$ cat src/rtl/uart_tx_arbiter_pkg.sv
// ---------------------------------------------------------------------------
// uart_pkg
//   Shared definitions for the UART TX arbiter slice and the RX-side arbiters
//   that reuse the round-robin picker.
//   Contents:
//     UART_WORD_LENGTH  default data bits per frame (matches UART TX block)
//     ST_IDLE/ST_SEND/ST_WAIT/ST_DONE  binary FSM state encodings
//     clog2()           pointer-width helper, never returns less than 1
// ---------------------------------------------------------------------------
package uart_pkg;

  localparam int UART_WORD_LENGTH = 8;

  localparam logic [1:0] ST_IDLE = 2'd0;
  localparam logic [1:0] ST_SEND = 2'd1;
  localparam logic [1:0] ST_WAIT = 2'd2;
  localparam logic [1:0] ST_DONE = 2'd3;

  // Width needed to hold an index 0..n-1; a single requester still gets 1 bit.
  function automatic int clog2(input int n);
    int r;
    r = 0;
    while ((32'sd1 << r) < n) begin
      r = r + 1;
    end
    return (r < 1) ? 1 : r;
  endfunction

endpackage

$ cat src/rtl/uart_tx_arbiter_if.sv
// ---------------------------------------------------------------------------
// uart_tx_arbiter_if
//   Bundles the producer handshake and the UART TX hand-off of the arbiter.
//   Signals:
//     req, req_data      producer requests and their bytes
//     ack, done          per-producer grant / frame-complete pulses
//     tx_data, transmit  byte and start pulse towards the UART TX serializer
//     tx_flag            frame-done pulse from the UART TX serializer
//     busy, tx_timeout   arbiter status
//   Modports:
//     master  producers plus UART TX side (drive req/req_data/tx_flag)
//     slave   the arbiter itself
// ---------------------------------------------------------------------------
interface uart_tx_arbiter_if #(
  parameter int NUM_REQ     = 2,
  parameter int WORD_LENGTH = 8
) ();

  logic [NUM_REQ-1:0]             req;
  logic [NUM_REQ*WORD_LENGTH-1:0] req_data;
  logic [NUM_REQ-1:0]             ack;
  logic [NUM_REQ-1:0]             done;
  logic [WORD_LENGTH-1:0]         tx_data;
  logic                           transmit;
  logic                           tx_flag;
  logic                           busy;
  logic                           tx_timeout;

  modport master (
    output req, req_data, tx_flag,
    input  ack, done, tx_data, transmit, busy, tx_timeout
  );

  modport slave (
    input  req, req_data, tx_flag,
    output ack, done, tx_data, transmit, busy, tx_timeout
  );

endinterface

$ cat src/rtl/uart_rr_picker.sv
// ---------------------------------------------------------------------------
// uart_rr_picker
//   Combinational round-robin selector: returns the first asserted request
//   found scanning rr_ptr, rr_ptr+1, ... wrapping at NUM_REQ.
//   Ports:
//     req      in   NUM_REQ  request vector
//     rr_ptr   in   PTR_W    highest-priority index this round
//     winner   out  PTR_W    selected index (0 when no request)
//     any_req  out  1        at least one request asserted
// ---------------------------------------------------------------------------
module uart_rr_picker
  import uart_pkg::*;
#(
  parameter int NUM_REQ = 2,
  parameter int PTR_W   = clog2(NUM_REQ)
) (
  input  logic [NUM_REQ-1:0] req,
  input  logic [PTR_W-1:0]   rr_ptr,
  output logic [PTR_W-1:0]   winner,
  output logic               any_req
);

  int               idx_s;
  logic [PTR_W-1:0] cand_s;

  // Scan from the farthest offset back to rr_ptr so the nearest hit is kept.
  always_comb begin
    winner  = '0;
    idx_s   = 0;
    cand_s  = '0;
    any_req = |req;
    for (int i = NUM_REQ - 1; i >= 0; i--) begin
      idx_s = int'(rr_ptr) + i;
      if (idx_s >= NUM_REQ) begin
        idx_s = idx_s - NUM_REQ;
      end else begin
        idx_s = idx_s;
      end
      cand_s = PTR_W'(idx_s);
      if (req[cand_s]) begin
        winner = cand_s;
      end else begin
        winner = winner;
      end
    end
  end

endmodule

$ cat src/rtl/uart_tx_arbiter.sv
// ---------------------------------------------------------------------------
// uart_tx_arbiter
//   Shares one UART TX serializer among NUM_REQ byte producers. Round-robin
//   grant, latches the winner's byte, pulses transmit, holds tx_data until
//   the serializer reports frame done on tx_flag.
//   Ports:
//     clk     in  system clock, posedge
//     reset   in  synchronous active-high, clears all state
//     bus     slave modport of uart_tx_arbiter_if (req/req_data/ack/done,
//             tx_data/transmit/tx_flag, busy/tx_timeout)
//   Optional feature:
//     UART_TX_ARB_TIMEOUT_EN  WAIT watchdog of TIMEOUT_CYCLES cycles; when
//                             undefined WAIT is unbounded and tx_timeout is 0.
//   All outputs are registers, so no pulse can appear in a reset cycle.
// ---------------------------------------------------------------------------
module uart_tx_arbiter
  import uart_pkg::*;
#(
  parameter int NUM_REQ        = 2,
  parameter int WORD_LENGTH    = UART_WORD_LENGTH,
  parameter int TIMEOUT_CYCLES = 4096
) (
  input  logic               clk,
  input  logic               reset,
  uart_tx_arbiter_if.slave   bus
);

  localparam int PTR_W = clog2(NUM_REQ);

  logic [1:0]             state_r;
  logic [1:0]             state_s;
  logic [PTR_W-1:0]       rr_ptr_r;
  logic [PTR_W-1:0]       owner_r;
  logic [PTR_W-1:0]       winner_s;
  logic [PTR_W-1:0]       next_ptr_s;
  logic                   any_req_s;
  logic                   grant_s;
  logic                   finish_s;
  logic                   abort_s;
  logic [WORD_LENGTH-1:0] tx_data_r;
  logic [NUM_REQ-1:0]     ack_r;
  logic [NUM_REQ-1:0]     done_r;
  logic                   transmit_r;
  logic                   busy_r;
  logic                   tx_timeout_r;
  logic [WORD_LENGTH-1:0] data_arr_s [NUM_REQ];

  uart_rr_picker #(
    .NUM_REQ (NUM_REQ),
    .PTR_W   (PTR_W)
  ) u_picker (
    .req     (bus.req),
    .rr_ptr  (rr_ptr_r),
    .winner  (winner_s),
    .any_req (any_req_s)
  );

  for (genvar g = 0; g < NUM_REQ; g++) begin : g_data
    assign data_arr_s[g] = bus.req_data[g*WORD_LENGTH +: WORD_LENGTH];
  end

  assign grant_s  = (state_r == ST_IDLE) && any_req_s;
  assign finish_s = (state_r == ST_WAIT) && bus.tx_flag;

  // Explicit wrap so non-power-of-two NUM_REQ never lands on an unused index.
  assign next_ptr_s = (owner_r == PTR_W'(NUM_REQ - 1)) ? '0 : owner_r + PTR_W'(1);

`ifdef UART_TX_ARB_TIMEOUT_EN
  localparam int TMR_W = clog2(TIMEOUT_CYCLES);

  logic [TMR_W-1:0] timer_r;

  // WAIT dwell counter, restarted on every entry to WAIT.
  always_ff @(posedge clk) begin
    if (reset) begin
      timer_r <= '0;
    end else if (state_r != ST_WAIT) begin
      timer_r <= '0;
    end else begin
      timer_r <= timer_r + TMR_W'(1);
    end
  end

  // A tx_flag on the terminal cycle takes precedence over the abort.
  assign abort_s = (state_r == ST_WAIT) && !bus.tx_flag &&
                   (timer_r == TMR_W'(TIMEOUT_CYCLES - 1));
`else
  logic unused_timeout_s;

  // Keeps the watchdog length parameter referenced when the watchdog is absent.
  assign unused_timeout_s = (TIMEOUT_CYCLES > 0) ? 1'b1 : 1'b0;
  assign abort_s          = 1'b0;
`endif

  // Next-state decode; tx_flag is only meaningful in WAIT.
  always_comb begin
    state_s = state_r;
    case (state_r)
      ST_IDLE: begin
        if (any_req_s) begin
          state_s = ST_SEND;
        end else begin
          state_s = ST_IDLE;
        end
      end
      ST_SEND: state_s = ST_WAIT;
      ST_WAIT: begin
        if (bus.tx_flag) begin
          state_s = ST_DONE;
        end else if (abort_s) begin
          state_s = ST_IDLE;
        end else begin
          state_s = ST_WAIT;
        end
      end
      ST_DONE: state_s = ST_IDLE;
      default: state_s = ST_IDLE;
    endcase
  end

  // State register.
  always_ff @(posedge clk) begin
    if (reset) begin
      state_r <= ST_IDLE;
    end else begin
      state_r <= state_s;
    end
  end

  // Owner and byte captured at grant; held until the next grant.
  always_ff @(posedge clk) begin
    if (reset) begin
      owner_r   <= '0;
      tx_data_r <= '0;
    end else if (grant_s) begin
      owner_r   <= winner_s;
      tx_data_r <= data_arr_s[winner_s];
    end
  end

  // Round-robin pointer moves past the owner once its frame ends or aborts.
  always_ff @(posedge clk) begin
    if (reset) begin
      rr_ptr_r <= '0;
    end else if ((state_r == ST_DONE) || abort_s) begin
      rr_ptr_r <= next_ptr_s;
    end
  end

  // Registered pulses and status, aligned with the state they belong to.
  always_ff @(posedge clk) begin
    if (reset) begin
      ack_r        <= '0;
      done_r       <= '0;
      transmit_r   <= 1'b0;
      busy_r       <= 1'b0;
      tx_timeout_r <= 1'b0;
    end else begin
      ack_r        <= '0;
      done_r       <= '0;
      transmit_r   <= grant_s;
      busy_r       <= (state_s != ST_IDLE);
      tx_timeout_r <= abort_s;
      if (grant_s) begin
        ack_r[winner_s] <= 1'b1;
      end
      if (finish_s) begin
        done_r[owner_r] <= 1'b1;
      end
    end
  end

  assign bus.ack        = ack_r;
  assign bus.done       = done_r;
  assign bus.tx_data    = tx_data_r;
  assign bus.transmit   = transmit_r;
  assign bus.busy       = busy_r;
  assign bus.tx_timeout = tx_timeout_r;

endmodule
$ cat src/flat_wrapper.sv
// flat-port wrapper written by rule: the top's interface ports become plain ports
module uart_tx_arbiter_flat import uart_pkg::*;
#(
  parameter int NUM_REQ        = 2,
  parameter int WORD_LENGTH    = UART_WORD_LENGTH,
  parameter int TIMEOUT_CYCLES = 4096
)
  (clk, reset, bus_req, bus_req_data, bus_tx_flag, bus_ack, bus_done, bus_tx_data, bus_transmit, bus_busy, bus_tx_timeout);
  uart_tx_arbiter_if #(.NUM_REQ(NUM_REQ), .WORD_LENGTH(WORD_LENGTH)) bus_i ();
  input  logic clk;
  input  logic reset;
  input wire logic [$bits(bus_i.req)-1:0] bus_req;
  input wire logic [$bits(bus_i.req_data)-1:0] bus_req_data;
  input wire logic [$bits(bus_i.tx_flag)-1:0] bus_tx_flag;
  output wire logic [$bits(bus_i.ack)-1:0] bus_ack;
  output wire logic [$bits(bus_i.done)-1:0] bus_done;
  output wire logic [$bits(bus_i.tx_data)-1:0] bus_tx_data;
  output wire logic [$bits(bus_i.transmit)-1:0] bus_transmit;
  output wire logic [$bits(bus_i.busy)-1:0] bus_busy;
  output wire logic [$bits(bus_i.tx_timeout)-1:0] bus_tx_timeout;
  assign bus_i.req = bus_req;
  assign bus_i.req_data = bus_req_data;
  assign bus_i.tx_flag = bus_tx_flag;
  assign bus_ack = bus_i.ack;
  assign bus_done = bus_i.done;
  assign bus_tx_data = bus_i.tx_data;
  assign bus_transmit = bus_i.transmit;
  assign bus_busy = bus_i.busy;
  assign bus_tx_timeout = bus_i.tx_timeout;
  uart_tx_arbiter #(.NUM_REQ(NUM_REQ), .WORD_LENGTH(WORD_LENGTH), .TIMEOUT_CYCLES(TIMEOUT_CYCLES)) u_core (.clk(clk), .reset(reset), .bus(bus_i));
endmodule
$ cat config.mk
export PLATFORM = sky130hd
export DESIGN_NAME = uart_tx_arbiter_flat
export DESIGN_NICKNAME = d
export VERILOG_FILES = /design/src/rtl/uart_tx_arbiter_pkg.sv /design/src/rtl/uart_tx_arbiter_if.sv /design/src/rtl/uart_rr_picker.sv /design/src/rtl/uart_tx_arbiter.sv /design/src/flat_wrapper.sv
export SDC_FILE = /design/constraint.sdc
export NUM_CORES = 1
export LEC_CHECK = 0
export ABC_CLOCK_PERIOD_IN_PS = 1900
export CORE_MARGIN = 3
export CORE_UTILIZATION = 41
export DETAILED_ROUTE_END_ITERATION = 12
export MAX_ROUTING_LAYER = met4
export PLACE_DENSITY_LB_ADDON = 0.1
export SLEW_MARGIN = 20
export SYNTH_ARGS = -nofsm -noshare
export SYNTH_HDL_FRONTEND = slang
export SYNTH_HIERARCHICAL = 1
export SYNTH_SLANG_ARGS = --single-unit
$ cat constraint.sdc
create_clock -name clk -period 1.9 [get_ports clk]
set_clock_uncertainty 0.1 [all_clocks]
set_input_delay 0.38 -clock clk [delete_from_list [all_inputs] [get_ports clk]]
set_output_delay 0.38 -clock clk [all_outputs]
set_load 0.005 [all_outputs]
Yosys cells after proc, flatten, opt, wreduce, memory -nomap -nowiden
Index checks and enable logic that the tools add are counted.
- register bits after elaboration: 18
- input bits: 21
- output and inout port bits: 15
- logic and storage cells: 55
- add/subtract/negate cells: 4
- $lt $le $gt $ge: 9
- eq/ne operators: 3
- multiplexer cells: 19
- bitwise operators: 3
- reductions and logical operators: 9
- operators by type and width (operator ; count):
    $mux W8 ; 3
    $mux W1 ; 13
    $lt A1 B2 Y1 const B ; 4
    $pmux W2 S4 ; 1
    $reduce_or A2 Y1 ; 3
    $eq A2 B2 Y1 const B ; 2
    $ge A2 B2 Y1 const B ; 2
    $logic_and A1 B1 Y1 ; 4
    $add A1 B1 Y2 const B ; 1
    $demux W1 S1 ; 2
    $eq A2 B1 Y1 const B ; 1
    $ge A1 B1 Y1 const B ; 2
    $ge A1 B2 Y1 const B ; 1
    $logic_not A2 Y1 ; 1
    $not A1 Y1 ; 2
    $not A1 Y2 ; 1
    $reduce_bool A2 Y1 ; 1
    $sub A1 B1 Y1 const B ; 2
    $add A1 B1 Y1 const B ; 1

Logic depth before layout (Yosys ltp)
Gate-level depths: netlist (run 1).
- depth after elaboration: 11
- mapped depth: 5
- depth with buffers taken out: 5

By module
The synthesis (run 1) kept the hierarchy.
- modules (own cells, without submodules) (module ; times used ; cells an instance ; area each (um^2) ; sequential area each (um^2)):
    uart_tx_arbiter ; 1 ; 61 ; 713.2 ; 360.3
    uart_rr_picker ; 1 ; 3 ; 17.5 ; 0.0

Least setup slack after synthesis (run 1)
Ideal clock, no wire load.
- path kind: input-to-reg
- from: in bus_req[1]
- to: reg u_core.owner_r
- setup time: 60 ps
- arrival: 1128 ps
- required time: 1740 ps
- setup slack: 612 ps
- stages: 3
- cells stage by stage: or2_1 -> a21oi_2 -> a22o_1
- cells in the longest elaborated chain, start to end: 4
- elaborated cells on any way between the ends: 8
- classes of those cells: mux: 6; reduce/logical: 2
- RTL lines (what ; line ; source):
    start: declaration ; flat_wrapper.sv:12 ; input wire logic [$bits(bus_i.req)-1:0] bus_req;
    $mux W1 (not written as such) (2 in series) ; uart_rr_picker.sv:40 ; if (req[cand_s]) begin
    $mux W1 (2 in series) ; uart_rr_picker.sv:40 ;
    end signal: assignment ; uart_tx_arbiter.sv:136 ; owner_r <= winner_s;
    end: declaration ; uart_tx_arbiter.sv:33 ; logic [PTR_W-1:0] owner_r;
Parallel ways exist; a longest one is shown, timed or not. The select of a mux whose other input is x is not followed.
A chain may end at the register's enable or synchronous reset.

Worst setup path in the final report (run 1)
- from: reg u_core.tx_data_r[6], in the netlist u_core/bus.tx_data[6]
- to: out bus_tx_data[6]
- RTL lines (what ; line ; source):
    start: declaration ; uart_tx_arbiter.sv:40 ; logic [WORD_LENGTH-1:0] tx_data_r;
    start signal: assignment ; uart_tx_arbiter.sv:137 ; tx_data_r <= data_arr_s[winner_s];
    end: declaration ; flat_wrapper.sv:17 ; output wire logic [$bits(bus_i.tx_data)-1:0] bus_tx_data;
No word-level cell between the ends.

==> run summary, run 1 <==
The run finished with clean final reports. The highest signal layer in the routed design is met4. The number of max-slew violations in the final report is 0.

The net count of the finished layout is 129. Before CTS, the worst setup slack after placement is 0.0872 ns. The top cell types in the final layout, fill and taps aside, are sky130_fd_sc_hd__clkdlybuf4s50_1 (34), sky130_fd_sc_hd__dfxtp_1 (18), sky130_fd_sc_hd__mux2i_1 (8), sky130_fd_sc_hd__o2bb2ai_1 (8). The number of nets in the synthesized netlist is 89.

The launch point of the worst reg-to-reg path is u_core/rr_ptr_r. Entering global routing, the biggest net connects 12 pins. The first global-routing pass estimated 2190 um of wire. The number of sinks driven by the clock tree is 18. The number of I/O port buffers is 34. Once the floorplan was initialized, standard cells occupied 45.8% of the core.

STA classifies the critical path endpoint as an output pin. The detailed placement HPWL came out at 1180 um. The critical path launch point is u_core/bus.tx_data[6]. TritonCTS built the clock tree. The number of max-capacitance violations reported came out at 0. The accumulated negative setup slack came out at 0 ns.

In this run the critical register-to-register path is captured at u_core/bus.tx_data[2]. Of all nets on the critical path, the largest fanout is 2. The critical path goes through clkdlybuf4s50_1. The number of placement rows is 14. The worst setup path is of the reg2out kind.

The post-route antenna net violation count came out at 0. The post-cts resize count is 0. The area of the core is 0.00159 mm^2. The final critical-path setup slack is 0.278 ns.

The via total after detailed routing is 594. The share of the clock period used by the worst path came out at 85.4%. The number of antenna violations at the first check in global routing came to 0. The area growth from synthesis to layout is 54.3%. The wire length on met3 came out at 94 um.

The repair_antennas step left the layout with diodes totalling 0. The post-synthesis area per instance is 11.4 um^2. In this run the most critical hold path is launched from u_core/bus.tx_data[4]. The worst path buffer plus inverter count came out at 1.

The worst setup path is launched from a flip-flop. The overall die area came out at 0.00232 mm^2. The synthesized design contains 18 register bits. The number of hold buffers added after CTS was 0.

The floorplan step set the die height to 48.2 um. The path with the worst hold slack has its endpoint at u_core/bus.tx_data[4]. The worst stage delay on the critical path is 0.51 ns.

The critical path's slowest cell is sky130_fd_sc_hd__clkdlybuf4s50_1. The worst hold slack came out at 0.370 ns. The number of distinct standard cells referenced by the synthesized netlist is 23. The number of standard cells in the final layout excluding fillers is 126. Using the TritonRoute via totals, the vias-per-cell ratio works out to 4.71. The static leakage is 0.444 nW. Setup repair after global routing left no endpoint under its margin. The post-route netlist has 11.8% of its cells at a drive strength greater than 1.

After synthesis, flip-flops and latches occupy 49.3% of the total area. The worst reg-to-reg setup slack is 0.61 ns. The via count of the first global-routing pass came to 526. The residual overflow from global routing came out at 0. The required time of the worst setup path is 1.42 ns. Post-CTS timing repair inserted 0 buffers for setup. TritonCTS created 3 clock buffers. During synthesis, Yosys emitted a total of 6 warnings. The areal power density over the cells came out at 776 mW/mm^2.

The length of the first detailed-routing pass in iterations came out at 4. The top achievable clock speed came out at 617 MHz. In the final routing, the length of wire on met1 measures 673 um. Setup violations remaining at the end of the flow were counted as 0. The routed length on met2 came out at 716 um. The number of primary I/O pins came out at 36. The arrival time reported for the critical path endpoint came out at 1.14 ns. After routing the design area is 0.00113 mm^2. The routed wire length is 1510 um. The clock period could shrink to 1.62 ns.

The clock reaches the later pin of the worst-skew pair after 0.28 ns. In the routed design, unresolved DRC markers number 0. The netlist area before placement is 731 um^2. The total global routing track utilization came out at 13.9%. The number of placed cells counting well taps is 123. The number of cells on the worst hold path came out at 1. The count of H-tree levels built during CTS is 1.

The final estimated routing congestion in global placement is 0.740. The number of buffers between clock root and the deepest sink came out at 2. The tree is rooted in a sky130_fd_sc_hd__clkbuf_4. The family of cells with the greatest summed delay on the critical path is buffers and inverters. The most common cell after layout, fill and taps aside is sky130_fd_sc_hd__clkdlybuf4s50_1. The routed wire length per instance is 11.9 um. The path depth of the worst reg2reg path came out at 5. The violation count after the first detailed-routing iteration came out at 6. The worst IR drop on VDD is 0.503 mV. Summing all placed instances gives a cell area of 0.00110 mm^2.

The x dimension of the die is 48.2 um. The clock edge transition at the registers on the reported setup and hold paths is 0.09 ns. The number of failing hold endpoints at the final stage came to 0. The path category of the worst min-delay check is reg2reg.

Synthesis produced a netlist whose cell count is 64.
## how the worst max path moves through the flow
stage                                  to  cells past startpoint
detailed placement  u_core/bus.tx_data[3]                      5
global route               bus_tx_data[6]                      1
CTS                        bus_tx_data[6]                      1
floorplan                  u_core/owner_r                      3
global placement    u_core/bus.tx_data[4]                      5
finish                     bus_tx_data[6]                      1
## state kept, by name (all words and copies together) (netlist names)
signal / cells
u_core/bus.done: 2
u_core/owner_r: 1
u_core/state_r: 2
u_core/bus.transmit: 1
u_core/rr_ptr_r: 1
u_core/bus.ack: 2
u_core/bus.tx_data: 8
u_core/bus.busy: 1
## metrics by stage
step	power, mW	utilization (%)
floorplan	0.562	-
global placement	0.697	69.3
detailed placement	0.702	69.3
CTS	0.883	70.7
global route	0.922	70.7
finish	0.875	70.7
## synthesized netlist by cell type (all sizes together)
master   instances  area, um^2
o2bb2ai          8        70.1
nand2            2        7.51
nand3b           2        27.5
dfxtp           18         360
a211oi           1        7.51
mux2i            8        80.1
a21boi           1        7.51
ha               4        50.1
nor3             1        5.00
and2b            1        8.76
nor3b            1        7.51
or2              1        6.26
a21oi            4        23.8
nor2             2        7.51
a22o             1        8.76
buf              3        26.3
conb             1        3.75
inv              4        15.0
and2             1        7.51
## cells by family after synthesis
kind of cell,share of synthesized area [%]
and+or+nand+nor,10.6
AOI/OAI and AO/OA,16.1
adders and majority gates,6.85
buffers and inverters,5.65
other,0.513
muxes,11.0
DFF,49.3
## metal layers
metal  vias to the layer above  global-route usage, %
li1                        298                      -
met1                       273                   16.9
met2                        21                   22.1
met3                         2                   3.32
met4                         0                   4.84
met5                         -                      -
## report_power, final
| part | internal [mW] | total, mW | leakage [nW] | switching, mW |
|---|---|---|---|---|
| logic | 0.153 | 0.247 | 0.283 | 0.0939 |
| clock network | 0.0737 | 0.183 | 0.0138 | 0.109 |
| registers | 0.423 | 0.445 | 0.148 | 0.0218 |
| total | 0.650 | 0.875 | 0.444 | 0.225 |
## area by class of cell
cell class / count / area, um^2
Timing Repair Buffer: 38 / 370
Inverter: 4 / 15.0
Sequential cell: 18 / 360
Multi-Input combinational cell: 39 / 329
Tap cell: 24 / 30.0
Fill cell: 129 / 467
Clock buffer: 3 / 22.5
Power figures use the tool's default switching activity.
==> run 2, diff against run 1 <==
--- a/config.mk
+++ b/config.mk
@@ -9,6 +9,7 @@
 export CORE_MARGIN = 3
 export CORE_UTILIZATION = 41
 export DETAILED_ROUTE_END_ITERATION = 12
+export DONT_BUFFER_PORTS = 1
 export MAX_ROUTING_LAYER = met4
 export PLACE_DENSITY_LB_ADDON = 0.1
 export SLEW_MARGIN = 20
==> run 2 against run 1 <==
Effect of this change: first-iteration DRC count down 17%; critical path depth up 3; non-clock buffer count down 37; combinational power down 52%; setup slack better by 0.19 ns; clock power up 25%; sequential share of layout area up 14 points.
==> run summary, run 2 (same netlist as run 1, synthesis figures left out) <==
The initial core utilization is 45.8% (unchanged). The final critical-path setup slack was 0.465 ns (was 0.278 ns). The critical path launch point is u_core/state_r[1] (was u_core/bus.tx_data[6]).

The post-route cell area is 778 um^2 (was 0.00113 mm^2). The critical path's slowest cell was sky130_fd_sc_hd__a21oi_2 (was sky130_fd_sc_hd__clkdlybuf4s50_1). The worst slack at placement is 0.452 ns (was 0.0872 ns). The number of vias per cell after detailed routing is 4.71 (about the same). The switching power summed over all nets came out at 0.207 mW (was 0.225 mW). The number of placement rows came out at 14 (unchanged). The number of buffers between clock root and the deepest sink came out at 2 (unchanged). The number of setup buffers added after CTS is 0 (unchanged). The clock edge transition at the registers on the reported setup and hold paths is 0.10 ns (was 0.09 ns).

The worst stage delay on the critical path came out at 0.40 ns (was 0.51 ns). Highest-count cells in the layout ignoring fill and taps: sky130_fd_sc_hd__dfxtp_1 (18), sky130_fd_sc_hd__mux2i_1 (8), sky130_fd_sc_hd__o2bb2ai_1 (8) (was sky130_fd_sc_hd__clkdlybuf4s50_1 (34), sky130_fd_sc_hd__dfxtp_1 (18), sky130_fd_sc_hd__mux2i_1 (8), sky130_fd_sc_hd__o2bb2ai_1 (8)). The total internal power is 0.594 mW (was 0.650 mW). The static leakage came to 0.309 nW (was 0.444 nW).

The worst path buffer plus inverter count is 1 (unchanged). The die boundary height came to 48.2 um (unchanged). The post-route antenna net violation count was 0 (unchanged).

The area of the core was 0.00159 mm^2 (unchanged). The cell area reported after detailed placement came out at 742 um^2 (was 0.00110 mm^2). The area added between synthesis and finish is 6.51% (was 54.3%). The via count of the first global-routing pass came to 401 (was 526). The highest signal layer in the routed design is met4 (unchanged). The launch point of the worst reg-to-reg path is u_core/state_r[1] (was u_core/rr_ptr_r). The flip-flop count of the largest register, all copies and words added came out at 8 (unchanged).

The number of antenna violations at the first check in global routing is 0 (unchanged). The number of placed cells counting well taps came out at 86 (was 123). The count of H-tree levels built during CTS came out at 1 (unchanged).

The worst IR drop on VDD came to 0.461 mV (was 0.503 mV). The total routed wire length on the met1 layer came out at 599 um (was 673 um). The number of primary I/O pins came to 36 (unchanged). The number of nets in the layout is 92 (was 129). The via total after detailed routing is 424 (was 594). The total chip power is 0.801 mW (was 0.875 mW). The share of total power in sequential cells is 56.6% (was 50.8%). The startpoint type of the worst setup path was a flip-flop (unchanged). The x dimension of the die came out at 48.2 um (unchanged). The cell depth of the worst setup path came out at 4 (was 1). The violation count after the first detailed-routing iteration is 5 (was 6). The number of hold buffers added after cts came to 0 (unchanged). The number of standard cells in the final layout excluding fillers came to 90 (was 126). The routed wire length per instance is 13.2 um (was 11.9 um). The combinational share of power is 14.9% (was 28.3%). The areal power density over the cells is 1030 mW/mm^2 (was 776 mW/mm^2). The critical register-to-register path endpoint is u_core/owner_r (was u_core/bus.tx_data[2]). The total of endpoints with negative setup slack in the final report came out at 0 (unchanged). The number of design rule violations left after detail routing was 0 (unchanged).

The global-route wire length before repair came to 1760 um (was 2190 um). The critical setup path kind is reg2reg (was reg2out). The critical-path maximum fanout is 9 (was 2). The total global routing track utilization is 11.7% (was 13.9%). The final estimated routing congestion in global placement is 0.720 (was 0.740). The switching share of total power came to 25.8% (was 25.7%). The family of cells with the greatest summed delay on the critical path is compound AO/OA/AOI/OAI gates (was buffers and inverters).

The end point of the critical path is u_core/owner_r (was bus_tx_data[6]). The CTS buffer count came out at 3 (unchanged). The number of filler instances in the final layout is 149 (was 129). The number of max-slew violations in the final report came out at 0 (unchanged). The required time of the worst setup path came out at 2.03 ns (was 1.42 ns). The routed wire length came out at 1190 um (was 1510 um).

The number of max-capacitance violations reported came to 0 (unchanged). The path depth of the worst reg2reg path came to 4 (was 5). The most common cell after layout, fill and taps aside was sky130_fd_sc_hd__dfxtp_1 (was sky130_fd_sc_hd__clkdlybuf4s50_1). The number of failing hold endpoints at the final stage came to 0 (unchanged).

The top achievable clock speed came out at 697 MHz (was 617 MHz). The largest net degree at the start of global routing came to 12 (unchanged). Result of the run: finished clean (unchanged).

CP Cell Sequence: inv_1 > ha_1 > a21oi_2 > a22o_1 (was clkdlybuf4s50_1). The wire length on met3 came to 104 um (was 94 um). The accumulated negative setup slack came to 0 ns (unchanged). Unrepaired setup endpoints after global routing: false (unchanged). The master cell of the clock root buffer is sky130_fd_sc_hd__clkbuf_4 (unchanged). The path category of the worst min-delay check is in2reg (was reg2reg). The clock share of power was 28.6% (was 20.9%).

The final critical delay including setup and external delays was 1.44 ns (was 1.62 ns). The number of sinks driven by the clock tree is 18 (unchanged). The share of the clock period used by the worst path is 75.5% (was 85.4%).

The number of antenna diodes is 0 (unchanged). The detailed placement HPWL is 858 um (was 1180 um). The residual overflow from global routing was 0 (unchanged). The number of I/O port buffers came to 0 (was 34). The proportion of layout cells with a drive suffix above 1 came out at 15.2% (was 11.8%).

The overall die area came to 0.00232 mm^2 (unchanged). The arrival time reported for the critical path endpoint is 1.57 ns (was 1.14 ns). The worst reg-to-reg setup slack came to 0.46 ns (was 0.61 ns).

The length of the first detailed-routing pass in iterations came out at 2 (was 4). The endpoint class of the critical path is a flip-flop (was output pin). The TritonCTS clock tree is done (unchanged).

The routed length on met2 came out at 469 um (was 716 um). The insertion delay to the later sink of the worst-skew pair was 0.28 ns (about the same). The post-cts resize count was 0 (unchanged).
[run 2: cell types whose count changed in the layout (fill, tap and decap cells not counted), sizes merged]
cell / change
clkbuf: +1
buf: -3
clkdlybuf4s50: -34
[run 2: area by class of cell]
type / instances / area, um^2 / share of cell area [%]
sequential: 18 / 360 / 46.3
multi-input combinational: 39 / 329 / 42.3
clock buffer: 4 / 36.3 / 4.66
tap: 24 / 30.0 / 3.86
inverter: 4 / 15.0 / 1.93
timing repair buffer: 1 / 7.51 / 0.965
[run 2: worst register-to-register path, stage by stage, from the launching register on]
cell and delay (ns):
sky130_fd_sc_hd__dfxtp_1 0.38, sky130_fd_sc_hd__inv_1 0.07, sky130_fd_sc_hd__ha_1 0.23, sky130_fd_sc_hd__a21oi_2 0.40, sky130_fd_sc_hd__a22o_1 0.20
[run 2: worst min-delay path by stage]
stage | slack, ns | to | cells after the start | startpoint
CTS | 0.03 | u_core/state_r[0] | 1 | reset
global route | 0.02 | u_core/state_r[0] | 1 | reset
global placement | 0.35 | u_core/state_r[0] | 1 | reset
floorplan | 0.34 | u_core/bus.done[0] | 1 | u_core/owner_r
finish | 0.05 | u_core/state_r[0] | 1 | reset
detailed placement | 0.35 | u_core/state_r[0] | 1 | reset
[run 2: routing by layer]
| layer | track usage, % | vias up |
|---|---|---|
| met5 | - | - |
| met4 | 4.84 | 0 |
| met3 | 7.01 | 2 |
| met2 | 13.8 | 19 |
| met1 | 15.6 | 175 |
| li1 | - | 228 |
[run 2: power by group through the flow]
stage | registers, mW | logic (mW) | clock network [mW]
floorplan | 0.455 | 0.107 | 0
CTS | 0.454 | 0.121 | 0.242
finish | 0.453 | 0.119 | 0.229
detailed placement | 0.462 | 0.121 | 0
global placement | 0.463 | 0.119 | 0
global route | 0.460 | 0.137 | 0.255
[run 2: through the flow]
stage | hold slack [ns] | util [%]
4_1_cts | 0.0314 | 48.8
3_3_place_gp | 0.354 | 46.5
3_5_place_dp | 0.352 | 46.5
2_1_floorplan | 0.336 | -
6_report | 0.0465 | 48.8
5_1_grt | 0.0230 | 48.8
==> run 3, diff against run 2 <==
--- a/config.mk
+++ b/config.mk
@@ -5,7 +5,7 @@
 export SDC_FILE = /design/constraint.sdc
 export NUM_CORES = 1
 export LEC_CHECK = 0
-export ABC_CLOCK_PERIOD_IN_PS = 1900
+export ABC_CLOCK_PERIOD_IN_PS = 1300
 export CORE_MARGIN = 3
 export CORE_UTILIZATION = 41
 export DETAILED_ROUTE_END_ITERATION = 12
==> constraint.sdc (replaced) <==
create_clock -name clk -period 1.3 [get_ports clk]
set_clock_uncertainty 0.1 [all_clocks]
set_input_delay 0.26 -clock clk [delete_from_list [all_inputs] [get_ports clk]]
set_output_delay 0.26 -clock clk [all_outputs]
set_load 0.005 [all_outputs]
==> run 3 against run 2 <==
Effect of this change: setup slack worse by 0.40 ns; via count is 14% higher; worst hold slack worse by 0.018 ns; sequential power is 47% higher; total power is 52% higher; combinational power is 81% higher; first-iteration DRC count is 40% lower; non-clock buffer count is 5 higher; core utilization is 3.5 points higher; critical path depth is 1 higher; clock power is 46% higher; largest cell class unchanged.
==> run summary, run 3 (same netlist as run 1, synthesis figures left out) <==
The area added between synthesis and finish was 14.2% (was 6.51%). The residual overflow from global routing came out at 0 (unchanged). The number of vias per cell after detailed routing was 5.09 (was 4.71). The arrival time reported for the critical path endpoint came out at 1.33 ns (was 1.57 ns). The critical-path maximum fanout was 3 (was 9). The violation count after the first detailed-routing iteration is 3 (was 5). The overall die area came to 0.00232 mm^2 (unchanged). The number of design rule violations left after detail routing is 0 (unchanged).

The number of nets in the layout came out at 97 (was 92). The x dimension of the die is 48.2 um (unchanged). The insertion delay to the later sink of the worst-skew pair came out at 0.29 ns (was 0.28 ns). The CTS buffer count came out at 3 (unchanged). The number of buffers between clock root and the deepest sink came out at 2 (unchanged). The final critical-path setup slack came out at 0.0633 ns (was 0.465 ns).

The total global routing track utilization is 13.1% (was 11.7%). The core utilization of the finished layout was 52.4% (was 48.8%). The endpoint class of the critical path is a flip-flop (unchanged).

The cell area reported after detailed placement came to 757 um^2 (was 742 um^2). The critical path's slowest cell is sky130_fd_sc_hd__dfxtp_2 (was sky130_fd_sc_hd__a21oi_2). The top achievable clock speed came out at 809 MHz (was 697 MHz). The post-route antenna net violation count is 0 (unchanged). The worst stage delay on the critical path is 0.34 ns (was 0.40 ns). The worst slack at placement came out at -0.0176 ns (was 0.452 ns). The path category of the worst min-delay check was in2reg (unchanged).

The accumulated negative setup slack is 0 ns (unchanged). The master cell of the clock root buffer was sky130_fd_sc_hd__clkbuf_4 (unchanged). Result of the run: finished clean (unchanged). The number of failing hold endpoints at the final stage came out at 0 (unchanged). The worst IR drop on VDD came out at 0.813 mV (was 0.461 mV).

The share of the clock period used by the worst path came out at 95.1% (was 75.5%). The detailed placement HPWL came out at 928 um (was 858 um). The die boundary height is 48.2 um (unchanged). The number of antenna diodes was 0 (unchanged). The final estimated routing congestion in global placement came out at 0.741 (was 0.720).

The total of endpoints with negative setup slack in the final report came to 0 (unchanged). The number of max-capacitance violations reported came out at 0 (unchanged). The family of cells with the greatest summed delay on the critical path is flip-flops (was compound AO/OA/AOI/OAI gates). The clock edge transition at the registers on the reported setup and hold paths came out at 0.10 ns (about the same).

The number of max-slew violations in the final report is 0 (unchanged). The length of the first detailed-routing pass in iterations is 2 (unchanged). The number of I/O port buffers was 0 (unchanged). Highest-count cells in the layout ignoring fill and taps: sky130_fd_sc_hd__dfxtp_1 (16), sky130_fd_sc_hd__mux2i_1 (8), sky130_fd_sc_hd__o2bb2ai_1 (8) (was sky130_fd_sc_hd__dfxtp_1 (18), sky130_fd_sc_hd__mux2i_1 (8), sky130_fd_sc_hd__o2bb2ai_1 (8)). The required time of the worst setup path came out at 1.39 ns (was 2.03 ns). The most common cell after layout, fill and taps aside is sky130_fd_sc_hd__dfxtp_1 (unchanged). The final critical delay including setup and external delays came to 1.24 ns (was 1.44 ns). The largest net degree at the start of global routing is 12 (unchanged). The number of placement rows was 14 (unchanged). The routed wire length is 1330 um (was 1190 um). The static leakage is 0.335 nW (was 0.309 nW).

The areal power density over the cells is 1460 mW/mm^2 (was 1030 mW/mm^2). The post-route cell area is 835 um^2 (was 778 um^2). The number of antenna violations at the first check in global routing is 0 (unchanged). The via count of the first global-routing pass came out at 427 (was 401).

The count of H-tree levels built during CTS was 1 (unchanged). The initial core utilization came out at 45.8% (unchanged). The flip-flop count of the largest register, all copies and words added is 8 (unchanged). The worst path buffer plus inverter count is 2 (was 1). The worst hold slack is 0.0283 ns (was 0.0465 ns). The startpoint type of the worst setup path is a flip-flop (unchanged). The number of primary I/O pins came out at 36 (unchanged). The via total after detailed routing is 484 (was 424). The number of sinks driven by the clock tree came out at 18 (unchanged). The proportion of layout cells with a drive suffix above 1 is 25.4% (was 15.2%). The TritonCTS clock tree is done (unchanged). The critical setup path kind is reg2reg (unchanged). The routed wire length per instance came out at 14.0 um (was 13.2 um). The global-route wire length before repair is 1950 um (was 1760 um).

CP Cell Sequence: inv_1 > ha_2 > a21oi_2 > buf_4 > a22o_1 (was inv_1 > ha_1 > a21oi_2 > a22o_1). The area of the core came out at 0.00159 mm^2 (unchanged).
-- run 3: cell types whose count changed in the layout (fill, tap and decap cells not counted) --
cell                            before  now
sky130_fd_sc_hd__dfxtp_2             0    2
sky130_fd_sc_hd__ha_1                4    3
sky130_fd_sc_hd__a21boi_1            1    0
sky130_fd_sc_hd__dlygate4sd3_1       0    1
sky130_fd_sc_hd__buf_6               0    2
sky130_fd_sc_hd__buf_4               1    3
sky130_fd_sc_hd__a21boi_2            0    1
sky130_fd_sc_hd__ha_2                0    1
sky130_fd_sc_hd__dfxtp_1            18   16
-- run 3: layout make-up --
class / instances / area, um^2
clock buffer: 4 / 36.3
fill: 159 / 759
inverter: 4 / 15.0
multi-input combinational: 39 / 335
sequential: 18 / 363
tap: 24 / 30.0
timing repair buffer: 6 / 55.1
-- run 3: per-stage QoR --
stage                     instances  total power, mW
after detailed placement         88            0.866
after global routing             95             1.29
after floorplan                  64            0.821
final                            95             1.21
after global placement           88            0.865
after CTS                        94             1.22
-- run 3: worst register-to-register path, cell delays in order (launching register included) --
cell	delay (ns)
sky130_fd_sc_hd__dfxtp_2	0.34
sky130_fd_sc_hd__inv_1	0.10
sky130_fd_sc_hd__ha_2	0.23
sky130_fd_sc_hd__a21oi_2	0.07
sky130_fd_sc_hd__buf_4	0.14
sky130_fd_sc_hd__a22o_1	0.16
-- run 3: per-layer routing --
metal	wire length [um]	vias up	GRT usage (%)
met5	0	-	-
met4	0	0	3.23
met3	121	0	8.12
met2	655	23	16.9
met1	556	222	16.9
li1	-	239	-
-- run 3: what timing repair did --
action	CTS	global route
pin swaps	1	1
hold buffers	1	0
hold endpoints to repair	5	0
endpoints found under the setup margin	8	9
setup buffers	1	0
gates cloned	0	1
gates resized for setup	1	6
-- run 3: path summary, 6_finish.rpt --
path         cells after the start  slack (ns)               from                 end
max                              5        0.06  u_core/state_r[0]      u_core/owner_r
min                              2        0.03        bus_tx_flag  u_core/bus.done[0]
max reg2reg                      5        0.06  u_core/state_r[0]      u_core/owner_r
min reg2reg                      1        0.38     u_core/owner_r  u_core/bus.done[0]
-- run 3: power by group --
group	switching, mW	leakage [nW]	internal [mW]
sequential	0.0438	0.149	0.621
combinational	0.107	0.166	0.108
clock	0.165	0.0210	0.171
